$ cat config.mk
export PLATFORM = sky130hd
export DESIGN_NAME = stream_arb2
export DESIGN_NICKNAME = d
export VERILOG_FILES = /design/src/rtl/stream_arb2.sv
export SDC_FILE = /design/constraint.sdc
export NUM_CORES = 1
export LEC_CHECK = 0
export CORE_MARGIN = 4
export CORE_UTILIZATION = 38
export CTS_CLUSTER_DIAMETER = 40
export DETAILED_ROUTE_END_ITERATION = 16
export PLACE_DENSITY = 0.86
export RECOVER_POWER = 50
export SYNTH_ARGS = -nofsm -noshare
export SYNTH_HDL_FRONTEND = slang
export SYNTH_SLANG_ARGS = --single-unit
$ cat constraint.sdc
create_clock -name clk -period 4.8 [get_ports clk]
set_clock_uncertainty 0.1 [all_clocks]
set_input_delay 1.2 -clock clk [delete_from_list [all_inputs] [get_ports clk]]
set_output_delay 1.2 -clock clk [all_outputs]
set_load 0.02 [all_outputs]
$ cat src/rtl/stream_arb2.sv
// Two-requester round-robin arbiter in front of a shared in-order unit.
// A tag FIFO records which requester issued each request so results return to their owner.
module stream_arb2 #(
  parameter int unsigned N     = 8,
  parameter int unsigned DEPTH = 4
) (
  input  logic                       clk,
  input  logic                       nrst,
  input  logic [N-1:0]               in0,
  input  logic                       in0_valid,
  output logic                       in0_ready,
  input  logic [N-1:0]               in1,
  input  logic                       in1_valid,
  output logic                       in1_ready,
  output logic [N-1:0]               req,
  output logic                       req_valid,
  input  logic                       req_ready,
  input  logic [N-1:0]               res,
  input  logic                       res_valid,
  output logic                       res_ready,
  output logic [N-1:0]               out0,
  output logic [N-1:0]               out1,
  output logic                       out0_valid,
  output logic                       out1_valid,
  input  logic                       out0_ready,
  input  logic                       out1_ready,
  output logic [$clog2(DEPTH):0]     count,
  output logic                       err
);

  localparam int unsigned PW = (DEPTH > 1) ? $clog2(DEPTH) : 1;
  localparam int unsigned CW = $clog2(DEPTH) + 1;

  logic             last_q, last_d;
  logic [CW-1:0]    count_q, count_d;
  logic [PW-1:0]    wr_ptr_q, wr_ptr_d;
  logic [PW-1:0]    rd_ptr_q, rd_ptr_d;
  logic             err_q, err_d;
  logic [DEPTH-1:0] tags_q, tags_d;

  logic gnt_idx;
  logic not_full;
  logic nonempty;
  logic head_tag;
  logic req_fire;
  logic res_fire;

  // Request side: round-robin grant, gated off while full or in reset.
  always_comb begin
    not_full = (count_q < CW'(DEPTH));
    gnt_idx  = 1'b0;
    if (in0_valid && in1_valid) begin
      gnt_idx = ~last_q;
    end else begin
      gnt_idx = in1_valid;
    end
    req_valid = nrst & not_full & (in0_valid | in1_valid);
    req       = '0;
    if (req_valid) begin
      req = gnt_idx ? in1 : in0;
    end
    in0_ready = req_valid & ~gnt_idx & req_ready;
    in1_ready = req_valid &  gnt_idx & req_ready;
    req_fire  = req_valid & req_ready;
  end

  // Result side: steer res to the owner recorded at the FIFO head.
  always_comb begin
    nonempty   = (count_q != '0);
    head_tag   = tags_q[rd_ptr_q];
    res_ready  = nrst & nonempty & (head_tag ? out1_ready : out0_ready);
    out0_valid = nrst & nonempty & ~head_tag & res_valid;
    out1_valid = nrst & nonempty &  head_tag & res_valid;
    out0       = res;
    out1       = res;
    res_fire   = res_valid & res_ready;
  end

  // Next-state for arbitration history, tag FIFO, occupancy and error flag.
  always_comb begin
    last_d   = last_q;
    tags_d   = tags_q;
    wr_ptr_d = wr_ptr_q;
    rd_ptr_d = rd_ptr_q;
    count_d  = count_q;
    err_d    = err_q;
    if (req_fire) begin
      last_d           = gnt_idx;
      tags_d[wr_ptr_q] = gnt_idx;
      wr_ptr_d         = wr_ptr_q + PW'(1);
    end
    if (res_fire) begin
      rd_ptr_d = rd_ptr_q + PW'(1);
    end
    case ({req_fire, res_fire})
      2'b10:   count_d = count_q + CW'(1);
      2'b01:   count_d = count_q - CW'(1);
      default: count_d = count_q;
    endcase
    // A result with nothing outstanding is a protocol violation by the unit.
    if (res_valid && !nonempty) begin
      err_d = 1'b1;
    end
  end

  always_ff @(posedge clk or negedge nrst) begin
    if (!nrst) begin
      last_q   <= 1'b1;
      count_q  <= '0;
      wr_ptr_q <= '0;
      rd_ptr_q <= '0;
      err_q    <= 1'b0;
      tags_q   <= '0;
    end else begin
      last_q   <= last_d;
      count_q  <= count_d;
      wr_ptr_q <= wr_ptr_d;
      rd_ptr_q <= rd_ptr_d;
      err_q    <= err_d;
      tags_q   <= tags_d;
    end
  end

  assign count = count_q;
  assign err   = err_q;

endmodule

==> metrics, run 1 <==
cell count after synthesis=98; clock latency on the worst-skew pair=0.28 ns; Avg WL per Cell=14.8 um; main combinational cell family by area after synthesis=buffers and inverters; Final Core Density=56.9%; count of cell types in the netlist=24; compound-cell area share of the yosys netlist=11.0%; adder-cell area share of the yosys netlist=8.60%; syn_nets=136; placeable core area=2300 um2; vias in the first global route=823; Congestion Overflow GR=0; global placement routability congestion=0.712; Setup Viol. Count Final=0; worst-case headroom to the max-slew limit=65.9%; overall die height=58.3 um; Yosys warnings=0; commonest register cell after synthesis=sky130_fd_sc_hd__dfrtp_1; ys async rst share=100%; IO buf count=41; critical path capture point type=output port; root buffer cell=sky130_fd_sc_hd__clkbuf_4; critical path type=input pin to output port; count of final hold-check violations=0; remaining number of nets flagged by the antenna check after routing=0; PwrDens=474 nW/um2; starting density of the core=41.8%; max_cap viols=0; drt first-iter violations=20; number of I/O pins=66; DR vias=769; number of synthesized register bits=13; top cell type by total area after synthesis=sky130_fd_sc_hd__dfrtp_1; TritonCTS clock tree=yes; result of the run=completed; dominant cells by area after synthesis=sky130_fd_sc_hd__dfrtp_1, sky130_fd_sc_hd__buf_4, sky130_fd_sc_hd__a22o_1, sky130_fd_sc_hd__mux2i_1, sky130_fd_sc_hd__ha_1; unrepaired setup endpoints after global routing=no; global-route wire length before repair=3.82 mm; Leak Pwr=0.000574 uW; via/cell ratio=4.90; total routed wirelength=2.33 mm; xor/xnor share of the synthesized area=4.56%; DRC viols=0; Worst path slowest cell=sky130_fd_sc_hd__clkdlybuf4s50_1; multiplexer area fraction after synthesis=13.2%; floorplan die area=3390 um2; critical path arrival=3.14 ns; mean cell area of the mapped netlist=9.79 um2; Post-Syn Area=960 um2; drt pass-1 iters=4; buffers plus inverters on the worst setup path=2; HPWL after detailed placement=2.00 mm; maximum number of pins on one net before global-route repair=16; Cell Rows=17; crit start category=input pin; top cell types by occurrence after synthesis=sky130_fd_sc_hd__buf_4, sky130_fd_sc_hd__dfrtp_1, sky130_fd_sc_hd__nor2_1; share of the synthesized area in the top cell type=31.3%; H-tree levels=1; simple-gate portion of the synthesized area=13.0%; number of antenna violations at the first check in global routing=0; required time of the critical path=3.50 ns; Post-CTS Setup Inserts=0; class of the worst hold path=register to register; Die W=58.3 um; Post-CTS Hold Fix Bufs=0; final layout net count=168; layout cells sized above 1=6.20%; clock buffers created by TritonCTS=3; fillcell total=208; global-route usage over all layers=14.8%; number of flops mapped to enable cells by yosys=0; Gates resized, CTS repair=0; Layout area overhead=36.2%; share of the yosys chip area belonging to registers=34.0%; maximum resistive drop on vdd=0.361 mV; final-report max-slew violation count=0; Worst Max-Slew Pin Slew=0.510 ns; Post-Route Setup TNS=0 ns; Clock Path Buffers=2; upper clock frequency limit=0.225 GHz; final cycle utilization of the critical path=92.5%; time the final worst path needs with I/O delays and setup=4.44 ns; cell family with most CP delay=buffers and inverters; delay of the slowest cell on the worst path=0.61 ns; clock transition at the register clock pins on the worst setup and hold paths after CTS=0.08 ns; cell with the most instances after synthesis=sky130_fd_sc_hd__buf_4; total number of clock tree sinks=13; crit path cell chain=dlygate4sd3_1 -> nand2b_2 -> nor2_1 -> a22o_1 -> clkdlybuf4s50_1; Antenna Cells=0; maximum fanout count along the critical path=8
-- routing by layer --
layer / wire (um) / vias to the layer above / part of all wire, % / global-route usage, %
li1: - / 376 / - / -
met1: 872 / 366 / 37 / 16.4
met2: 1250 / 15 / 53 / 24.8
met3: 117 / 12 / 5.0 / 5.12
met4: 95 / 0 / 4.1 / 7.62
met5: 0 / - / 0 / 0
-- placed cells by master (no fill, tap or decap), drive strengths merged, types with 3 or more instances in the layout --
master          n
nor2           10
a22o            8
clkbuf          4
mux2i           7
dfrtp          12
nand2           8
clkdlybuf4s50  39
xor2            3
inv             8
ha              5
o21ai           3
mux2            5
-- power by group --
part / total (uW) / leakage (uW) / internal [uW] / switching, uW
combinational: 342 / 0.000403 / 175 / 167
sequential: 211 / 0.000154 / 166 / 44.8
clock: 66.6 / 0.0000177 / 30.9 / 35.7
-- area by class of cell --
cell class	count	area, um2	share of cell area (%)
repair buffers	43	422	32.2
well taps	28	35.0	2.68
clock inverters	1	5.00	0.383
inverters	8	30.0	2.30
clock buffers	3	22.5	1.72
multi-input cells	61	467	35.7
flip-flops and latches	13	327	25.0
-- kinds of logic (layout without fill, tap and decap cells) --
family,after synthesis,after routing
XOR/XNOR,5,5
adder cells (fa/ha/maj),6,6
flip-flops,13,13
AO/OA/AOI/OAI,14,14
multiplexers,12,12
AND/OR/NAND/NOR,24,24
buffers and inverters,24,55
-- flip-flops by register name (all words and copies together) (netlist names) --
signal and cells:
last_q 1, wr_ptr_q 2, tags_q 4, err 1, rd_ptr_q 2, count 3
-- stage by stage --
stage                     worst slack (ns)  area [um2]  std cells  power [uW]  hold slack [ns]
after floorplan                       1.48         960         98         441            0.364
after global placement               0.475        1300        153         547            0.369
after detailed placement             0.373        1300        153         564            0.366
after CTS                            0.373        1330        157         635            0.385
after global routing                 0.202        1310        157         670            0.415
final                                0.359        1310        157         620            0.379
-- worst paths after layout --
| check | startpoint | endpoint | slack [ns] | cells past startpoint |
|---|---|---|---|---|
| min in group asynchronous | nrst | count[2] | 1.28 | 2 |
| max in group asynchronous | nrst | last_q | 3.08 | 2 |
| hold reg to reg | err | err | 0.38 | 1 |
| setup reg to reg | rd_ptr_q[1] | count[2] | 2.46 | 10 |
| hold / removal | err | err | 0.38 | 1 |
| setup / recovery | nrst | req[1] | 0.36 | 5 |
Note: power is estimated with default switching activity, not from simulation.
==> run 2: changes to the inputs <==
--- a/config.mk
+++ b/config.mk
@@ -6,11 +6,13 @@
 export NUM_CORES = 1
 export LEC_CHECK = 0
 export CORE_MARGIN = 4
-export CORE_UTILIZATION = 38
+export CORE_UTILIZATION = 39
+export CTS_BUF_LIST = sky130_fd_sc_hd__clkbuf_4
 export CTS_CLUSTER_DIAMETER = 40
 export DETAILED_ROUTE_END_ITERATION = 16
-export PLACE_DENSITY = 0.86
+export PLACE_DENSITY = 0.88
 export RECOVER_POWER = 50
+export SLEW_MARGIN = 5
 export SYNTH_ARGS = -nofsm -noshare
 export SYNTH_HDL_FRONTEND = slang
 export SYNTH_SLANG_ARGS = --single-unit
==> metrics, run 2 (synthesis gave the netlist of run 1 again) <==
worst-case reg-to-reg path depth=10 (unchanged); HPWL after detailed placement=1.89 mm (was 2.00 mm); Antenna Cells=0 (unchanged); Avg WL per Cell=14.1 um (was 14.8 um); Final Core Density=57.7% (was 56.9%); DRC viols=0 (unchanged); layout cells sized above 1=6.20% (unchanged); clock transition at the register clock pins on the worst setup and hold paths after CTS=0.09 ns (was 0.08 ns); worst hold path endpoint=tags_q[0] (was err); Cells on Worst Hold Path=1 (unchanged); number of I/O pins=66 (unchanged); total routed wirelength=2.21 mm (was 2.33 mm); required time of the critical path=3.50 ns (about the same); time the final worst path needs with I/O delays and setup=4.47 ns (was 4.44 ns); vias in the first global route=768 (was 823); Congestion Overflow GR=0 (unchanged); Setup Viol. Count Final=0 (unchanged); maximum fanout count along the critical path=8 (unchanged); cell family with most CP delay=buffers and inverters (unchanged); overall die height=57.6 um (was 58.3 um); cell-internal power=373 uW (was 372 uW); setup slack of the critical path after layout=0.333 ns (was 0.359 ns); Die W=57.6 um (was 58.3 um); crit path cell chain=dlygate4sd3_1 -> nand2b_4 -> nor2_1 -> a22o_1 -> clkdlybuf4s50_1 (was dlygate4sd3_1 -> nand2b_2 -> nor2_1 -> a22o_1 -> clkdlybuf4s50_1); setup slack at placement=0.391 ns (was 0.373 ns); IO buf count=41 (unchanged); via/cell ratio=4.76 (was 4.90); placeable core area=2280 um2 (was 2300 um2); Psw=247 uW (was 248 uW); global placement routability congestion=0.796 (was 0.712); Worst path slowest cell=sky130_fd_sc_hd__clkdlybuf4s50_1 (unchanged); final layout net count=168 (unchanged); Clock Path Buffers=2 (unchanged); RR Startpoint=rd_ptr_q[1] (unchanged); clock buffers created by TritonCTS=3 (unchanged); DR vias=748 (was 769); global-route usage over all layers=13.0% (was 14.8%); starting density of the core=42.2% (was 41.8%); clock share of power=10.9% (was 10.8%); Layout area overhead=36.8% (was 36.2%); worst reg2reg setup slack=2.41 ns (was 2.46 ns); unrepaired setup endpoints after global routing=no (unchanged); Post-CTS Hold Fix Bufs=0 (unchanged); Post-CTS Setup Inserts=0 (unchanged); origin of the worst min-delay path=tags_q[0] (was err); Largest register FFs=4 (unchanged); floorplan die area=3320 um2 (was 3390 um2); TritonCTS clock tree=yes (unchanged); clock latency on the worst-skew pair=0.27 ns (was 0.28 ns); worst-case headroom to the max-slew limit=65.5% (was 65.9%); drt pass-1 iters=3 (was 4); remaining number of nets flagged by the antenna check after routing=0 (unchanged); critical path type=input pin to output port (unchanged); final-report max-slew violation count=0 (unchanged); PwrDens=473 nW/um2 (was 474 nW/um2); Post-Route Setup TNS=0 ns (unchanged); post-placement cell count=153 (unchanged); global-route wire length before repair=3.42 mm (was 3.82 mm); critical path arrival=3.17 ns (was 3.14 ns); final non-filler cell total=157 (unchanged); Leak Pwr=0.000580 uW (was 0.000574 uW); H-tree levels=1 (unchanged); root buffer cell=sky130_fd_sc_hd__clkbuf_4 (unchanged); Gates resized, CTS repair=0 (unchanged); total number of clock tree sinks=13 (unchanged); Worst Max-Slew Pin Slew=0.516 ns (was 0.510 ns); crit start category=input pin (unchanged); result of the run=completed (unchanged); maximum number of pins on one net before global-route repair=16 (unchanged); Top reg by flops=tags_q (unchanged); drt first-iter violations=2 (was 20); buffers plus inverters on the worst setup path=2 (unchanged); most common cell after layout, fill and taps aside=sky130_fd_sc_hd__clkdlybuf4s50_1 (unchanged); upper clock frequency limit=0.224 GHz (was 0.225 GHz); net switching fraction of the power=39.9% (was 40.0%); number of antenna violations at the first check in global routing=0 (unchanged); sequential cell fraction of total power=33.9% (was 34.0%); maximum resistive drop on vdd=0.376 mV (was 0.361 mV); max_cap viols=0 (unchanged); delay of the slowest cell on the worst path=0.62 ns (was 0.61 ns); commonest cells after routing, fill and taps aside=sky130_fd_sc_hd__clkdlybuf4s50_1, sky130_fd_sc_hd__dfrtp_1, sky130_fd_sc_hd__nor2_1 (unchanged); final cycle utilization of the critical path=93.1% (was 92.5%); critical path capture point type=output port (unchanged); critical register-to-register path endpoint=count[2] (unchanged); count of final hold-check violations=0 (unchanged); share of power burned in combinational logic=55.1% (was 55.2%); Cell Rows=17 (unchanged); class of the worst hold path=register to register (unchanged)
-- run 2: cell counts in the layout (fill, tap and decap cells not counted) --
No cell type changed its count.
-- run 2: power groups by stage --
stage | registers [uW] | clock network, uW | logic (uW)
4_1_cts | 211 | 68.4 | 350
2_1_floorplan | 222 | 0 | 219
6_report | 210 | 67.9 | 342
3_5_place_dp | 213 | 0 | 349
5_1_grt | 218 | 73.5 | 372
3_3_place_gp | 209 | 0 | 336
-- run 2: worst reg2reg max path, cell delays in order (launching register included) --
cell and delay [ns]:
sky130_fd_sc_hd__dfrtp_1 0.42, sky130_fd_sc_hd__mux2i_1 0.30, sky130_fd_sc_hd__mux2i_1 0.17, sky130_fd_sc_hd__mux2i_1 0.16, sky130_fd_sc_hd__nor2_1 0.13, sky130_fd_sc_hd__ha_1 0.21
sky130_fd_sc_hd__inv_1 0.06, sky130_fd_sc_hd__fa_1 0.37, sky130_fd_sc_hd__xor2_1 0.15, sky130_fd_sc_hd__nor2_1 0.11, sky130_fd_sc_hd__xor2_1 0.15
-- run 2: layer usage --
metal  wire length [um]  part of all wire (%)  global-route usage (%)
met1                917                    41                    15.6
met2               1200                    54                    23.1
met3                 62                   2.8                    2.26
met4                 31                   1.4                    4.64
met5                  0                     0                       0
-- run 2: how the worst max path moves through the flow --
stage	start	endpoint	slack, ns	cells past startpoint
3_5_place_dp	nrst	req[4]	0.39	5
6_report	nrst	req[4]	0.33	5
5_1_grt	nrst	req[4]	0.24	5
2_1_floorplan	in1_valid	in0_ready	1.48	4
4_1_cts	nrst	req[4]	0.39	5
3_3_place_gp	nrst	req[5]	0.48	5
-- run 2: stage by stage --
step	instance area (um2)	power, uW	hold slack, ns
4_1_cts	1330	630	0.403
3_3_place_gp	1300	544	0.361
2_1_floorplan	960	441	0.364
3_5_place_dp	1300	562	0.380
6_report	1310	620	0.400
5_1_grt	1310	663	0.419
-- run 2: layout make-up --
cell class	count	area, um2
clock buffers	3	22.5
fillers	187	963
multi-input cells	61	472
repair buffers	43	422
inverters	8	30.0
clock inverters	1	5.00
well taps	28	35.0
flip-flops and latches	13	327
